[src/rtl/tmds_pkg.sv]
// Shared types, fixed TMDS code words and small helpers for the TMDS encoder.
package tmds_pkg;

    typedef enum logic [1:0] {
        TMDS_CTRL   = 2'b00,
        TMDS_VIDEO  = 2'b01,
        TMDS_GUARD  = 2'b10,
        TMDS_ISLAND = 2'b11
    } tmds_mode_e;

    localparam logic [9:0] CTRL_00 = 10'b1101010100;
    localparam logic [9:0] CTRL_01 = 10'b0010101011;
    localparam logic [9:0] CTRL_10 = 10'b0101010100;
    localparam logic [9:0] CTRL_11 = 10'b1010101011;

    localparam logic [9:0] GUARD_A = 10'b1011001100;
    localparam logic [9:0] GUARD_B = 10'b0100110011;

    function automatic logic [3:0] popcount8(input logic [7:0] v);
        logic [3:0] n;
        n = '0;
        for (int unsigned i = 0; i < 8; i++) begin
            n = n + {3'b000, v[i]};
        end
        return n;
    endfunction

    function automatic logic [9:0] ctrl_code(input logic [1:0] c);
        logic [9:0] s;
        unique case (c)
            2'b00:   s = CTRL_00;
            2'b01:   s = CTRL_01;
            2'b10:   s = CTRL_10;
            default: s = CTRL_11;
        endcase
        return s;
    endfunction

    function automatic logic [9:0] terc4_code(input logic [3:0] a);
        logic [9:0] s;
        unique case (a)
            4'h0:    s = 10'b1010011100;
            4'h1:    s = 10'b1001100011;
            4'h2:    s = 10'b1011100100;
            4'h3:    s = 10'b1011100010;
            4'h4:    s = 10'b0101110001;
            4'h5:    s = 10'b0100011110;
            4'h6:    s = 10'b0110001110;
            4'h7:    s = 10'b0100111100;
            4'h8:    s = 10'b1011001100;
            4'h9:    s = 10'b0100111001;
            4'hA:    s = 10'b0110011100;
            4'hB:    s = 10'b1011000110;
            4'hC:    s = 10'b1010001110;
            4'hD:    s = 10'b1001110001;
            4'hE:    s = 10'b0101100011;
            default: s = 10'b1011000011;
        endcase
        return s;
    endfunction

endpackage

[src/rtl/tmds_encoder_nch_if.sv]
// Pixel-side bundle of the multi-lane TMDS encoder: strobe, mode, lane payloads and encoded outputs.
interface tmds_encoder_nch_if #(
    parameter int NUM_CH = 3,
    parameter int CNT_W  = 5
);
    logic                    i_ce;
    logic [1:0]              i_mode;
    logic [8*NUM_CH-1:0]     i_data;
    logic [2*NUM_CH-1:0]     i_ctrl;
    logic [4*NUM_CH-1:0]     i_aux;
    logic [10*NUM_CH-1:0]    o_tmds;
    logic                    o_valid;
    logic [CNT_W*NUM_CH-1:0] o_disp;

    modport master (
        output i_ce, i_mode, i_data, i_ctrl, i_aux,
        input  o_tmds, o_valid, o_disp
    );

    modport slave (
        input  i_ce, i_mode, i_data, i_ctrl, i_aux,
        output o_tmds, o_valid, o_disp
    );
endinterface

[src/rtl/tmds_lane_enc.sv]
// One TMDS lane: stage 1 transition-minimises the byte, stage 2 applies
// DC balancing or the fixed code word for the period and keeps the running disparity.
module tmds_lane_enc
    import tmds_pkg::*;
#(
    parameter int LANE     = 0,
    parameter bit EN_TERC4 = 1'b1,
    parameter int CNT_W    = 5
) (
    input  logic                    clk,
    input  logic                    rst,
    input  logic                    ce,
    input  logic                    adv,
    input  tmds_mode_e              mode,
    input  logic [7:0]              data,
    input  logic [1:0]              ctrl,
    input  logic [3:0]              aux,
    output logic [9:0]              tmds,
    output logic signed [CNT_W-1:0] disp
);

    localparam logic signed [CNT_W-1:0] TWO = CNT_W'(2);

    logic [3:0]              n1;
    logic                    use_xnor;
    logic [8:0]              qm;
    tmds_mode_e              s1_mode;
    logic [1:0]              s1_ctrl;
    logic [3:0]              s1_aux;
    logic [8:0]              s1_qm;
    logic [3:0]              s1_n1;
    logic signed [CNT_W-1:0] cnt;
    logic signed [CNT_W-1:0] bal;
    logic                    cnt_pos;
    logic                    cnt_neg;
    logic [9:0]              nxt_sym;
    logic signed [CNT_W-1:0] nxt_cnt;

    // Transition-minimising chain: XNOR for bytes heavy in ones, XOR otherwise.
    always_comb begin
        n1       = popcount8(data);
        use_xnor = (n1 > 4'd4) || ((n1 == 4'd4) && !data[0]);
        qm       = '0;
        qm[0]    = data[0];
        for (int unsigned i = 1; i < 8; i++) begin
            qm[i] = use_xnor ? ~(qm[i-1] ^ data[i]) : (qm[i-1] ^ data[i]);
        end
        qm[8] = ~use_xnor;
    end

    // Stage 1 register: period type, side-band payloads and intermediate word.
    always_ff @(posedge clk or posedge rst) begin
        if (rst) begin
            s1_mode <= TMDS_CTRL;
            s1_ctrl <= '0;
            s1_aux  <= '0;
            s1_qm   <= '0;
            s1_n1   <= '0;
        end else if (ce) begin
            s1_mode <= mode;
            s1_ctrl <= ctrl;
            s1_aux  <= aux;
            s1_qm   <= qm;
            s1_n1   <= popcount8(qm[7:0]);
        end
    end

    // Stage 2 symbol selection; bal is N1q-N0q, non-video periods restart the disparity at zero.
    always_comb begin
        nxt_sym = tmds;
        nxt_cnt = '0;
        bal     = CNT_W'({s1_n1, 1'b0}) - CNT_W'(5'd8);
        cnt_neg = cnt[CNT_W-1];
        cnt_pos = !cnt[CNT_W-1] && (cnt != '0);
        unique case (s1_mode)
            TMDS_VIDEO: begin
                if ((cnt == '0) || (s1_n1 == 4'd4)) begin
                    nxt_sym = {~s1_qm[8], s1_qm[8], s1_qm[8] ? s1_qm[7:0] : ~s1_qm[7:0]};
                    nxt_cnt = s1_qm[8] ? cnt + bal : cnt - bal;
                end else if ((cnt_pos && (s1_n1 > 4'd4)) || (cnt_neg && (s1_n1 < 4'd4))) begin
                    nxt_sym = {1'b1, s1_qm[8], ~s1_qm[7:0]};
                    nxt_cnt = cnt - bal + (s1_qm[8] ? TWO : '0);
                end else begin
                    nxt_sym = {1'b0, s1_qm[8], s1_qm[7:0]};
                    nxt_cnt = cnt + bal - (s1_qm[8] ? '0 : TWO);
                end
            end
            TMDS_GUARD:  nxt_sym = (LANE == 1) ? GUARD_B : GUARD_A;
            TMDS_ISLAND: nxt_sym = EN_TERC4 ? terc4_code(s1_aux) : ctrl_code(s1_ctrl);
            default:     nxt_sym = ctrl_code(s1_ctrl);
        endcase
    end

    // Stage 2 register: advances only once stage 1 holds a real sample.
    always_ff @(posedge clk or posedge rst) begin
        if (rst) begin
            tmds <= '0;
            cnt  <= '0;
        end else if (ce && adv) begin
            tmds <= nxt_sym;
            cnt  <= nxt_cnt;
        end
    end

    assign disp = cnt;

endmodule

[src/rtl/tmds_encoder_nch.sv]
// Multi-lane pipelined TMDS encoder; lanes share the strobe, mode and valid tracking.
module tmds_encoder_nch
    import tmds_pkg::*;
#(
    parameter int NUM_CH   = 3,
    parameter bit EN_TERC4 = 1'b1,
    parameter int CNT_W    = 5
) (
    input logic               i_clk,
    input logic               i_rst,
    tmds_encoder_nch_if.slave bus
);

    logic [1:0]              vld_sr;
    tmds_mode_e              mode;
    logic [10*NUM_CH-1:0]    tmds_all;
    logic [CNT_W*NUM_CH-1:0] disp_all;

    assign mode = tmds_mode_e'(bus.i_mode);

    // Valid shifter: bit 0 marks stage 1 loaded, bit 1 pulses on each strobe that updates the output.
    always_ff @(posedge i_clk or posedge i_rst) begin
        if (i_rst) begin
            vld_sr <= '0;
        end else if (bus.i_ce) begin
            vld_sr <= {vld_sr[0], 1'b1};
        end else begin
            vld_sr[1] <= 1'b0;
        end
    end

    for (genvar k = 0; k < NUM_CH; k++) begin : g_lane
        tmds_lane_enc #(
            .LANE     (k),
            .EN_TERC4 (EN_TERC4),
            .CNT_W    (CNT_W)
        ) u_lane (
            .clk  (i_clk),
            .rst  (i_rst),
            .ce   (bus.i_ce),
            .adv  (vld_sr[0]),
            .mode (mode),
            .data (bus.i_data[8*k +: 8]),
            .ctrl (bus.i_ctrl[2*k +: 2]),
            .aux  (bus.i_aux[4*k +: 4]),
            .tmds (tmds_all[10*k +: 10]),
            .disp (disp_all[CNT_W*k +: CNT_W])
        );
    end

    assign bus.o_tmds  = tmds_all;
    assign bus.o_disp  = disp_all;
    assign bus.o_valid = vld_sr[1];

endmodule

[src/flat_wrapper.sv]
// flat-port wrapper written by rule: the top's interface ports become plain ports
module tmds_encoder_nch_flat import tmds_pkg::*;
#(
    parameter int NUM_CH   = 3,
    parameter bit EN_TERC4 = 1'b1,
    parameter int CNT_W    = 5
)
  (i_clk, i_rst, bus_i_ce, bus_i_mode, bus_i_data, bus_i_ctrl, bus_i_aux, bus_o_tmds, bus_o_valid, bus_o_disp);
  tmds_encoder_nch_if #(.NUM_CH(NUM_CH), .CNT_W(CNT_W)) bus_i ();
  input logic i_clk;
  input logic i_rst;
  input wire logic [$bits(bus_i.i_ce)-1:0] bus_i_ce;
  input wire logic [$bits(bus_i.i_mode)-1:0] bus_i_mode;
  input wire logic [$bits(bus_i.i_data)-1:0] bus_i_data;
  input wire logic [$bits(bus_i.i_ctrl)-1:0] bus_i_ctrl;
  input wire logic [$bits(bus_i.i_aux)-1:0] bus_i_aux;
  output wire logic [$bits(bus_i.o_tmds)-1:0] bus_o_tmds;
  output wire logic [$bits(bus_i.o_valid)-1:0] bus_o_valid;
  output wire logic [$bits(bus_i.o_disp)-1:0] bus_o_disp;
  assign bus_i.i_ce = bus_i_ce;
  assign bus_i.i_mode = bus_i_mode;
  assign bus_i.i_data = bus_i_data;
  assign bus_i.i_ctrl = bus_i_ctrl;
  assign bus_i.i_aux = bus_i_aux;
  assign bus_o_tmds = bus_i.o_tmds;
  assign bus_o_valid = bus_i.o_valid;
  assign bus_o_disp = bus_i.o_disp;
  tmds_encoder_nch #(.NUM_CH(NUM_CH), .EN_TERC4(EN_TERC4), .CNT_W(CNT_W)) u_core (.i_clk(i_clk), .i_rst(i_rst), .bus(bus_i));
endmodule
[config.mk]
export PLATFORM = sky130hd
export DESIGN_NAME = tmds_encoder_nch_flat
export DESIGN_NICKNAME = d
export VERILOG_FILES = /design/src/rtl/tmds_pkg.sv /design/src/rtl/tmds_encoder_nch_if.sv /design/src/rtl/tmds_lane_enc.sv /design/src/rtl/tmds_encoder_nch.sv /design/src/flat_wrapper.sv
export SDC_FILE = /design/constraint.sdc
export NUM_CORES = 1
export LEC_CHECK = 0
export ABC_AREA = 0
export BUFFER_PORTS_ARGS = -buffer_cell sky130_fd_sc_hd__buf_2
export CAP_MARGIN = 5
export CORE_MARGIN = 2
export CORE_UTILIZATION = 42
export DETAILED_ROUTE_END_ITERATION = 8
export SYNTH_ARGS = -nofsm -noshare
export SYNTH_HDL_FRONTEND = slang
export SYNTH_SLANG_ARGS = --single-unit
[constraint.sdc]
create_clock -name i_clk -period 2.8 [get_ports i_clk]
set_input_delay 0.28 -clock i_clk [delete_from_list [all_inputs] [get_ports i_clk]]
set_output_delay 0.28 -clock i_clk [all_outputs]
set_load 0.05 [all_outputs]
# Word-level counts from Yosys, hierarchy flattened
# Memories as Yosys holds them, arrays and structs flattened.
# Cells that the tools add are included.
op_classes:
  n_addsub: 63
  order_cmp: 9
  eq_ne: 15
  mux: 55
  bitwise: 51
  reduce_logical: 37
op_table:
  columns: ["operator", "n"]
  rows:
  - ["$pmux 10 s3", 6]
  - ["$add 4x1->4", 24]
  - ["$mux 10", 6]
  - ["$mux 5", 12]
  - ["$add 5x5->5", 6]
  - ["$sub 5x5->5", 6]
  - ["$not 1->1", 27]
  - ["$add 3x1->4", 6]
  - ["$eq 4x3->1 const B", 6]
  - ["$gt 4x3->1 const B", 6]
  - ["$mux 8", 3]
  - ["$not 8->8", 3]
  - ["$mux 1", 22]
  - ["$xor 1x1->1", 21]
  - ["$add 2x1->3", 6]
  - ["$add 5x2->5", 3]
  - ["$logic_not 5->1", 3]
  - ["$reduce_bool 5->1", 3]
  - ["$sub 5x2->5", 3]
  - ["$sub 5x4->5 const B", 3]
  - ["$logic_and 1x1->1", 13]
  - ["$add 1x1->2", 6]
  - ["$lt 4x3->1 const B", 3]
  - ["$mux 2", 6]
  - ["other kinds (5)", 27]
totals:
  register_bits: 106
  romBits: 480
  inputBits: 47
  wordCells: 254
  mem_count: 3
mem_list:
  columns: ["name", "words", "width", "rd", "rd_clocked_by_memory_dff", "wr", "line_no", "source"]
  rows:
  - ["(no name shown)", 16, 10, 1, 0, 0, "tmds_pkg.sv:41", "unique case (a)"]
  - ["(no name shown)", 16, 10, 1, 0, 0, "tmds_pkg.sv:41", null]
  - ["(no name shown)", 16, 10, 1, 0, 0, "tmds_pkg.sv:41", null]

# Depth between registers and ports, before layout
# Gate-level depths: netlist of the first run.
depth:
  depth_word: 30
  ltp_mapped: 21
  mapped_depth_nobuf: 21

# Hierarchy
# Synthesis of the first run repeated with hierarchy kept, for this count alone.
unflattened:
  hier_cells: 1054
  hier_area_um2: 9618.0
modules_own_cells:
  columns: ["module", "instances", "cells_each", "area_each_um2", "seq_area_each_um2"]
  rows:
  - ["tmds_lane_enc (u_core.g_lane[2].u_lane)", 1, 366, 3275.6, 875.8]
  - ["tmds_lane_enc (u_core.g_lane[1].u_lane)", 1, 366, 3273.1, 875.8]
  - ["tmds_lane_enc (u_core.g_lane[0].u_lane)", 1, 317, 3001.6, 875.8]
  - ["tmds_encoder_nch", 1, 5, 67.6, 50.0]

# Worst setup path before layout of the first run
# OpenSTA, ideal clock, no wires.
synth_path:
  path_kind: "input-to-reg"
  from: "input bus_i_data[16]"
  to: "register u_core.g_lane[2].u_lane.s1_n1[2]"
  setup_time_ns: 0.133
  t_arrival_ns: 5.685
  required_ns: 2.667
  setup_slack_ns: -3.018
  path_stages: 20
  path_cell_list: "inv_1 -> fa_1 -> fa_1 -> fa_1 -> inv_1 -> ha_1 -> fa_1 -> or3b_1 -> a22oi_2 -> xor2_1 -> fa_1 -> fa_1 -> inv_1 -> fa_1 -> ha_1 -> inv_1 -> fa_1 -> xnor2_1 -> nand2_1 -> o21ai_0"
synth_via:
  elab_chain_cells: 30
  elab_cells_between_ends: 40
  classes_between: "add/sub: 14; order compare: 1; eq/ne: 1; mux: 7; bitwise: 14; reduce/logical: 3"
synth_rtl:
  columns: ["item", "line_no", "source"]
  rows:
  - ["from (decl)", "flat_wrapper.sv:14", "input wire logic [$bits(bus_i.i_data)-1:0] bus_i_data;"]
  - ["parallel branches: the longest is 29 deep, another holds $add 3x1->4", null, null]
  - ["$add 4x1->4 (*)", "tmds_pkg.sv:23", "n = n + {3'b000, v[i]};"]
  - ["to (signal assigned)", "tmds_lane_enc.sv:64", "s1_n1 <= popcount8(qm[7:0]);"]
  - ["to (decl)", "tmds_lane_enc.sv:31", "logic [3:0] s1_n1;"]
# Mark *: on every way between the ends.
# A chain may end at the register's enable or synchronous reset.

# Final worst setup path of the first run
layout_path:
  from: "input bus_i_data[17]"
  to: "register u_core.g_lane[2].u_lane.s1_n1[2]"
# The elaborated chain is that of the path after synthesis.

==> reports/results.ini, run 1 <==
[outcome]
outcome = complete, but fails checks
violations = setup timing

[worst_setup_path]
critPathMostFrequentCell = fa_1
cp_max_fo = 3
path_class = in -> reg
slowest_stage = fa_2
reg2reg_depth = 8
cp.arrival_ps = 5690
crit_chain = buf_8, inv_8, fa_1, fa_1, fa_1, inv_1, ha_2, fa_1, or3b_1, a22oi_2, buf_6, xor2_4, fa_1, fa_1, inv_2, fa_2, ha_4, inv_2, fa_2, xnor2_1, nand2_1, o21ai_1
rrSetupSlack_ps = 210
r2r_start = u_core.g_lane[2].u_lane.s1_n1[0]
worstSetupEndpoint = u_core.g_lane[2].u_lane.s1_n1[2]
critPathRequiredTime_ps = 3020
cp_slowest_stage_delay_ps = 560
end_kind = flip-flop
critPathLaunchType = primary input
r2r-end = u_core.g_lane[2].u_lane.disp[2]
crit_start = bus_i_data[17]

[clock_network]
path_clk_slew_ps = 70
tritoncts = done
cts_sinks = 103
clockRootBuffer = clkbuf_16
htreeDepth = 3
numCtsBuffers = 9
clk_path_buf_depth = 2
worstSkewPairLatency_ps = 360

[placement]
routabilityCongestion = 0.867
dpl_cell_area_um2 = 10800
post-place-ws_ps = -3170
portBuffers = 89
dp_hpwl_um = 17800

[final_layout]
final_cell_mix = inv_1 (105), dfrtp_1 (101), buf_4 (98), ha_1 (92), buf_2 (83)
layout_commonest_cell = inv_1
drive_gt1_frac = 0.275
stdcell_area_um2 = 11600
syn_to_final_growth_pct = 24.1
nNetsFinal = 1358

[floorplanning]
fp.dieW_um = 153
coreArea_um2 = 21800
dieArea_um2 = 23400
start_util = 0.428
rows = 54
fp.dieH_um = 153
pin_count = 93

[logic_synthesis]
synthArstFlopShare = 1.00
yosys_warnings = 0
netlist_area_um2 = 9330
netlist_instances = 1006
synth_edf_count = 0
synth-seq-area-share = 0.276
ys_seq_elements = 103
synth_cell_types = 77
synthFlopType = dfrtp_1
synth.avg_cell_area_um2 = 9.28

[power_and_ir_drop]
ir_drop_uv = 868
p_leak_nw = 5.61
p_per_area_nw_per_um2 = 1320

[global_routing]
grt_max_degree = 52
antenna_found_initial = 3
grt_overflow = 0
grt_pass1_vias = 7461
grt_pass1_wl_um = 39000
track_usage = 0.204

[timing]
hold_viol_final = 0
clock_skew_ps = 15.7
max_freq_mhz = 183
rsz0062_at_grt = yes
drv_slew = 0
worst_pin_slew_ps = 721
post-route-period-util = 1.95
period_needed_ps = 5470
slew-limit-headroom = 0.513
setup_violations = 27
setup_ws_ps = -2670

[route]
ant_nets = 0
drc_errors = 0
drt_iter0_drc = 494
vias_per_cell = 5.17
drt-pass1-iter-count = 4
wl_per_cell_um = 15.9
wl_um = 23300
vias = 7555

[flow_run]
maxCapViolations = 0

[hold_path]
min_path_type = in -> reg
holdCritStartpoint = bus_i_aux[8]

-- cells by family after synthesis --
kind of cell | after synthesis | synth area share
mux | 52 | 0.0595
simple gates | 207 | 0.106
buf+inv | 172 | 0.0724
fa+ha+maj | 138 | 0.215
compound gates | 242 | 0.171
other cells | 1 | 0.000402
flops | 103 | 0.276
xor+xnor | 91 | 0.100
-- per-layer routing --
metal / vias to the layer above / part of all wire / GRT usage
met1: 3607 / 0.47 / 0.284
met5: - / 0 / 0
met4: 0 / 0.0088 / 0.0384
met2: 157 / 0.47 / 0.335
met3: 16 / 0.044 / 0.0377
li1: 3775 / - / -
-- per-stage QoR --
step / hold WS (ps) / util / TNS [ps] / instances / power (mW)
after global routing: 125 / 0.530 / -42310 / 1458 / 16.8
final: 128 / 0.531 / -39000 / 1461 / 15.3
after detailed placement: 206 / 0.496 / -50630 / 1428 / 12.9
after global placement: 207 / 0.496 / -48240 / 1428 / 12.7
after floorplan: 401 / - / -40770 / 1008 / 10.2
after CTS: 112 / 0.524 / -38760 / 1454 / 15.0
-- how the worst min path moves through the flow --
stage                                          to  slack, ps  cells past startpoint
6_report        u_core.g_lane[2].u_lane.s1_aux[0]        130                      3
5_1_grt        u_core.g_lane[1].u_lane.s1_ctrl[0]        130                      3
3_3_place_gp      u_core.g_lane[0].u_lane.disp[4]        210                      2
3_5_place_dp      u_core.g_lane[0].u_lane.disp[4]        210                      2
4_1_cts         u_core.g_lane[2].u_lane.s1_aux[0]        110                      3
2_1_floorplan   u_core.g_lane[0].u_lane.s1_aux[0]        400                      2
-- synthesized netlist by cell type (all sizes together) (12+ instances only) --
library cell | number | area (µm²)
inv | 120 | 450
nand2 | 80 | 300
ha | 101 | 1260
clkbuf | 40 | 150
xnor2 | 56 | 528
a211oi | 15 | 113
o21ai | 60 | 304
o22ai | 20 | 125
fa | 37 | 741
a21oi | 57 | 297
xor2 | 28 | 245
dfrtp | 103 | 2580
nor2b | 12 | 75.1
nor2 | 53 | 199
a21o | 14 | 105
nor3 | 18 | 95.1
mux2 | 25 | 285
o211ai | 12 | 90.1
mux2i | 27 | 270
-- cell type report --
class,count,area [µm²]
clock buffer,9,225
fill,1988,10200
tap,280,350
multi-input combinational,733,6430
timing repair buffer,205,1430
inverter,121,480
clock inverter,7,77.6
antenna,3,7.51
sequential,103,2580
-- registers in the layout, summed over array words and instances, names as in the netlist --
register and count:
u_core.g_lane.u_lane.tmds 30, u_core.g_lane.u_lane.s1_mode 2, u_core.g_lane.u_lane.s1_qm 27, u_core.g_lane.u_lane.disp 12, u_core.g_lane.u_lane.s1_aux 12, u_core.vld_sr 2
u_core.g_lane.u_lane.s1_ctrl 6, u_core.g_lane.u_lane.s1_n1 12
-- where the power goes --
part           internal [mW]  switching (mW)  total, mW
Combinational           5.58            6.01       11.6
Clock                  0.704           0.604       1.31
Sequential              1.96           0.422       2.38
-- critical path: cells and delay by family --
family / cells / cell delay (ps)
buffers and inverters: 6 / 400
xor gates and xnor gates: 2 / 300
adders and majority gates: 10 / 4060
AOI/OAI and AO/OA: 2 / 220
and+or+nand+nor: 2 / 430
-- timing repair --
action                                  CTS  global route
endpoints found under the setup margin   27            27
gates resized for setup                  49            25
hold buffers                              1             0
pin swaps                                25            10
setup buffers                             9            10
hold endpoints to repair                  5             0
Note: power is estimated with default switching activity, not from simulation.
==> run 2: changes to the inputs <==
CTS_BUF_LIST = sky130_fd_sc_hd__clkbuf_8   (was default)
clock period = 7.05 ns   (was 2.8 ns; I/O delays follow)
==> run 2 against run 1 <==
Via count shrank 6.7%. Critical endpoint unchanged. Clock skew decreased by 5.9 ps. Count of clock-buffer cells in the layout is the same. Routed wire length shrank 5.4%. Sequential share of layout area is 3.1 points higher. Cell area down 12%. The run now ends clean. Critical path type unchanged. Clock power shrank 70%. Final cell count down 7.9%. Worst hold slack improved by 210 ps. Register-to-register slack improved by 3800 ps.
==> reports/results.ini, run 2 (synthesis gave the netlist of run 1 again) <==
[power_and_ir_drop]
seqPwrFrac = 0.198  ; +0.042
p_int_mw = 2.51  ; -69%
ir_drop_uv = 205  ; -76%
p_leak_nw = 4.91  ; -13%
switching_share = 0.499  ; +0.0388
p_per_area_nw_per_um2 = 495  ; -62%
finalPower_mw = 5.02  ; -67%
power_frac_comb = 0.723  ; -0.035
switching_power_mw = 2.51  ; -64%
clkPwrFrac = 0.079  ; -0.007

[worst_setup_path]
cp.arrival_ps = 6570  ; +880 ps
critPathRequiredTime_ps = 7290  ; +4270 ps
cp_max_fo = 5  ; +2
critPathMostFrequentCell = fa_1
slowest_stage = fa_1
cp.depth = 21  ; -4.5%
crit_chain = buf_2, inv_1, fa_1, fa_1, fa_1, inv_1, ha_1, fa_1, or3b_1, a22oi_2, xor2_1, fa_1, fa_1, inv_1, fa_1, ha_1, inv_1, fa_1, xnor2_1, nand2_1, o21ai_0
path_delay_family = adder cells
r2r-end = u_core.g_lane[1].u_lane.disp[4]
crit_start = bus_i_data[16]
critPathLaunchType = primary input
end_kind = flip-flop
worstSetupEndpoint = u_core.g_lane[2].u_lane.s1_n1[2]
r2r_start = u_core.vld_sr[0]
cp_num_buf_inv = 5  ; -1
path_class = in -> reg
rrSetupSlack_ps = 3970  ; +3760 ps
cp_slowest_stage_delay_ps = 570  ; about the same
reg2reg_depth = 4  ; -4

[flow_run]
maxCapViolations = 0  ; unchanged

[route]
vias = 7046  ; -6.7%
drt_iter0_drc = 402  ; -19%
vias_per_cell = 5.23  ; +1.2%
ant_nets = 0  ; unchanged
drc_errors = 0  ; unchanged
wl_per_cell_um = 16.3  ; +2.7%
drt-pass1-iter-count = 5  ; +1
wl_um = 22000  ; -5.4%

[clock_network]
clk_path_buf_depth = 2  ; unchanged
cts_hold_buf = 0  ; -1
tritoncts = done
cts_setup_buffers = 0  ; -9
path_clk_slew_ps = 110  ; +40 ps
cts_resized = 0  ; -100%
cts_sinks = 103  ; unchanged
numCtsBuffers = 9  ; unchanged
clockRootBuffer = clkbuf_8
worstSkewPairLatency_ps = 390  ; +30 ps
htreeDepth = 3  ; unchanged

[timing]
clock_skew_ps = 9.78  ; -5.91 ps
hold_viol_final = 0  ; unchanged
setup_violations = 0  ; -100%
max_freq_mhz = 158
post-route-period-util = 0.897
worst_pin_slew_ps = 1060  ; +341 ps
fin_tns_setup_ps = 0  ; +39,000 ps
period_needed_ps = 6320
rsz0062_at_grt = no
slew-limit-headroom = 0.292  ; -0.221
drv_slew = 0  ; unchanged

[placement]
portBuffers = 89  ; unchanged
routabilityCongestion = 0.820  ; -5.3%
dp.cells = 1330  ; -6.9%
dp_hpwl_um = 16600  ; -6.4%

[final_layout]
syn_to_final_growth_pct = 8.74
largest_reg_flops = 30  ; unchanged
nNetsFinal = 1246  ; -8.2%
layout_commonest_cell = inv_1
num_antenna_cells = 0  ; -3
reg.largest.list = u_core.g_lane.u_lane.tmds x30, u_core.g_lane.u_lane.s1_qm x27
fillers = 2184  ; +9.9%
drive_gt1_frac = 0.146  ; -0.129
finalNonFillerCells = 1346  ; -7.9%
final_cell_mix = inv_1 (118), dfrtp_1 (103), ha_1 (101), buf_2 (88), nand2_1 (79)
largest-register = u_core.g_lane.u_lane.tmds

[global_routing]
track_usage = 0.189  ; -0.0147
grt_pass1_vias = 6895  ; -7.6%
grt_pass1_wl_um = 36300  ; -7.0%
grt_overflow = 0  ; unchanged
antenna_found_initial = 0  ; -3
grt_max_degree = 98  ; +88%

[floorplanning]
pin_count = 93  ; unchanged
rows = 54  ; unchanged
fp.dieW_um = 153  ; unchanged
coreArea_um2 = 21800  ; unchanged
start_util = 0.428  ; unchanged
dieArea_um2 = 23400  ; unchanged
fp.dieH_um = 153  ; unchanged

[outcome]
outcome = finished clean

[hold_path]
min_path_type = in -> async

[run 2: cell types whose count changed in the layout (fill, tap and decap cells not counted), sizes merged]
cell / before / now
dlygate4sd3: 1 / 0
clkinv: 3 / 4
buf: 204 / 93
inv: 122 / 121
diode: 3 / 0
[run 2: cell type report]
| cell class | instances | area, µm² | area share |
|---|---|---|---|
| sequential | 103 | 2580 | 0.254 |
| tap | 280 | 350 | 0.0345 |
| timing repair buffer | 93 | 478 | 0.0471 |
| clock buffer | 9 | 124 | 0.0122 |
| multi-input combinational | 733 | 6090 | 0.600 |
| clock inverter | 7 | 72.6 | 0.00715 |
| inverter | 121 | 457 | 0.0450 |
[run 2: worst min-delay path by stage]
stage / to / from / depth (start not counted)
2_1_floorplan: u_core.vld_sr[0] / u_core.vld_sr[0] / 1
3_3_place_gp: u_core.g_lane[1].u_lane.tmds[2] / u_core.g_lane[1].u_lane.tmds[2] / 2
3_5_place_dp: u_core.g_lane[0].u_lane.tmds[8] / u_core.g_lane[0].u_lane.tmds[8] / 2
4_1_cts: u_core.g_lane[2].u_lane.s1_n1[0] / i_rst / 2
5_1_grt: u_core.g_lane[2].u_lane.s1_n1[0] / i_rst / 2
6_report: u_core.g_lane[2].u_lane.s1_n1[0] / i_rst / 2
[run 2: per-stage QoR]
step           hold WS (ps)  setup WS, ps   util  cell area (µm²)
2_1_floorplan           461           807      -             9340
3_3_place_gp            465           481  0.456             9950
3_5_place_dp            466           264  0.456             9950
4_1_cts                 353           712  0.465            10100
5_1_grt                 385           483  0.465            10100
6_report                334           728  0.465            10100
[run 2: metal layers]
layer | GRT usage | share of wire | vias up
met5 | 0 | 0 | -
met4 | 0.0498 | 0.014 | 0
met3 | 0.0250 | 0.031 | 18
met2 | 0.293 | 0.44 | 116
met1 | 0.279 | 0.51 | 3374
li1 | - | - | 3538
[run 2: power by group through the flow]
stage               registers, mW  clock network [mW]  logic [mW]
CTS                         0.995               0.407        3.67
floorplan                    1.21                   0        2.67
global placement             1.00                   0        3.57
global route                 1.03               0.428        4.09
finish                      0.996               0.395        3.63
detailed placement           1.01                   0        3.64
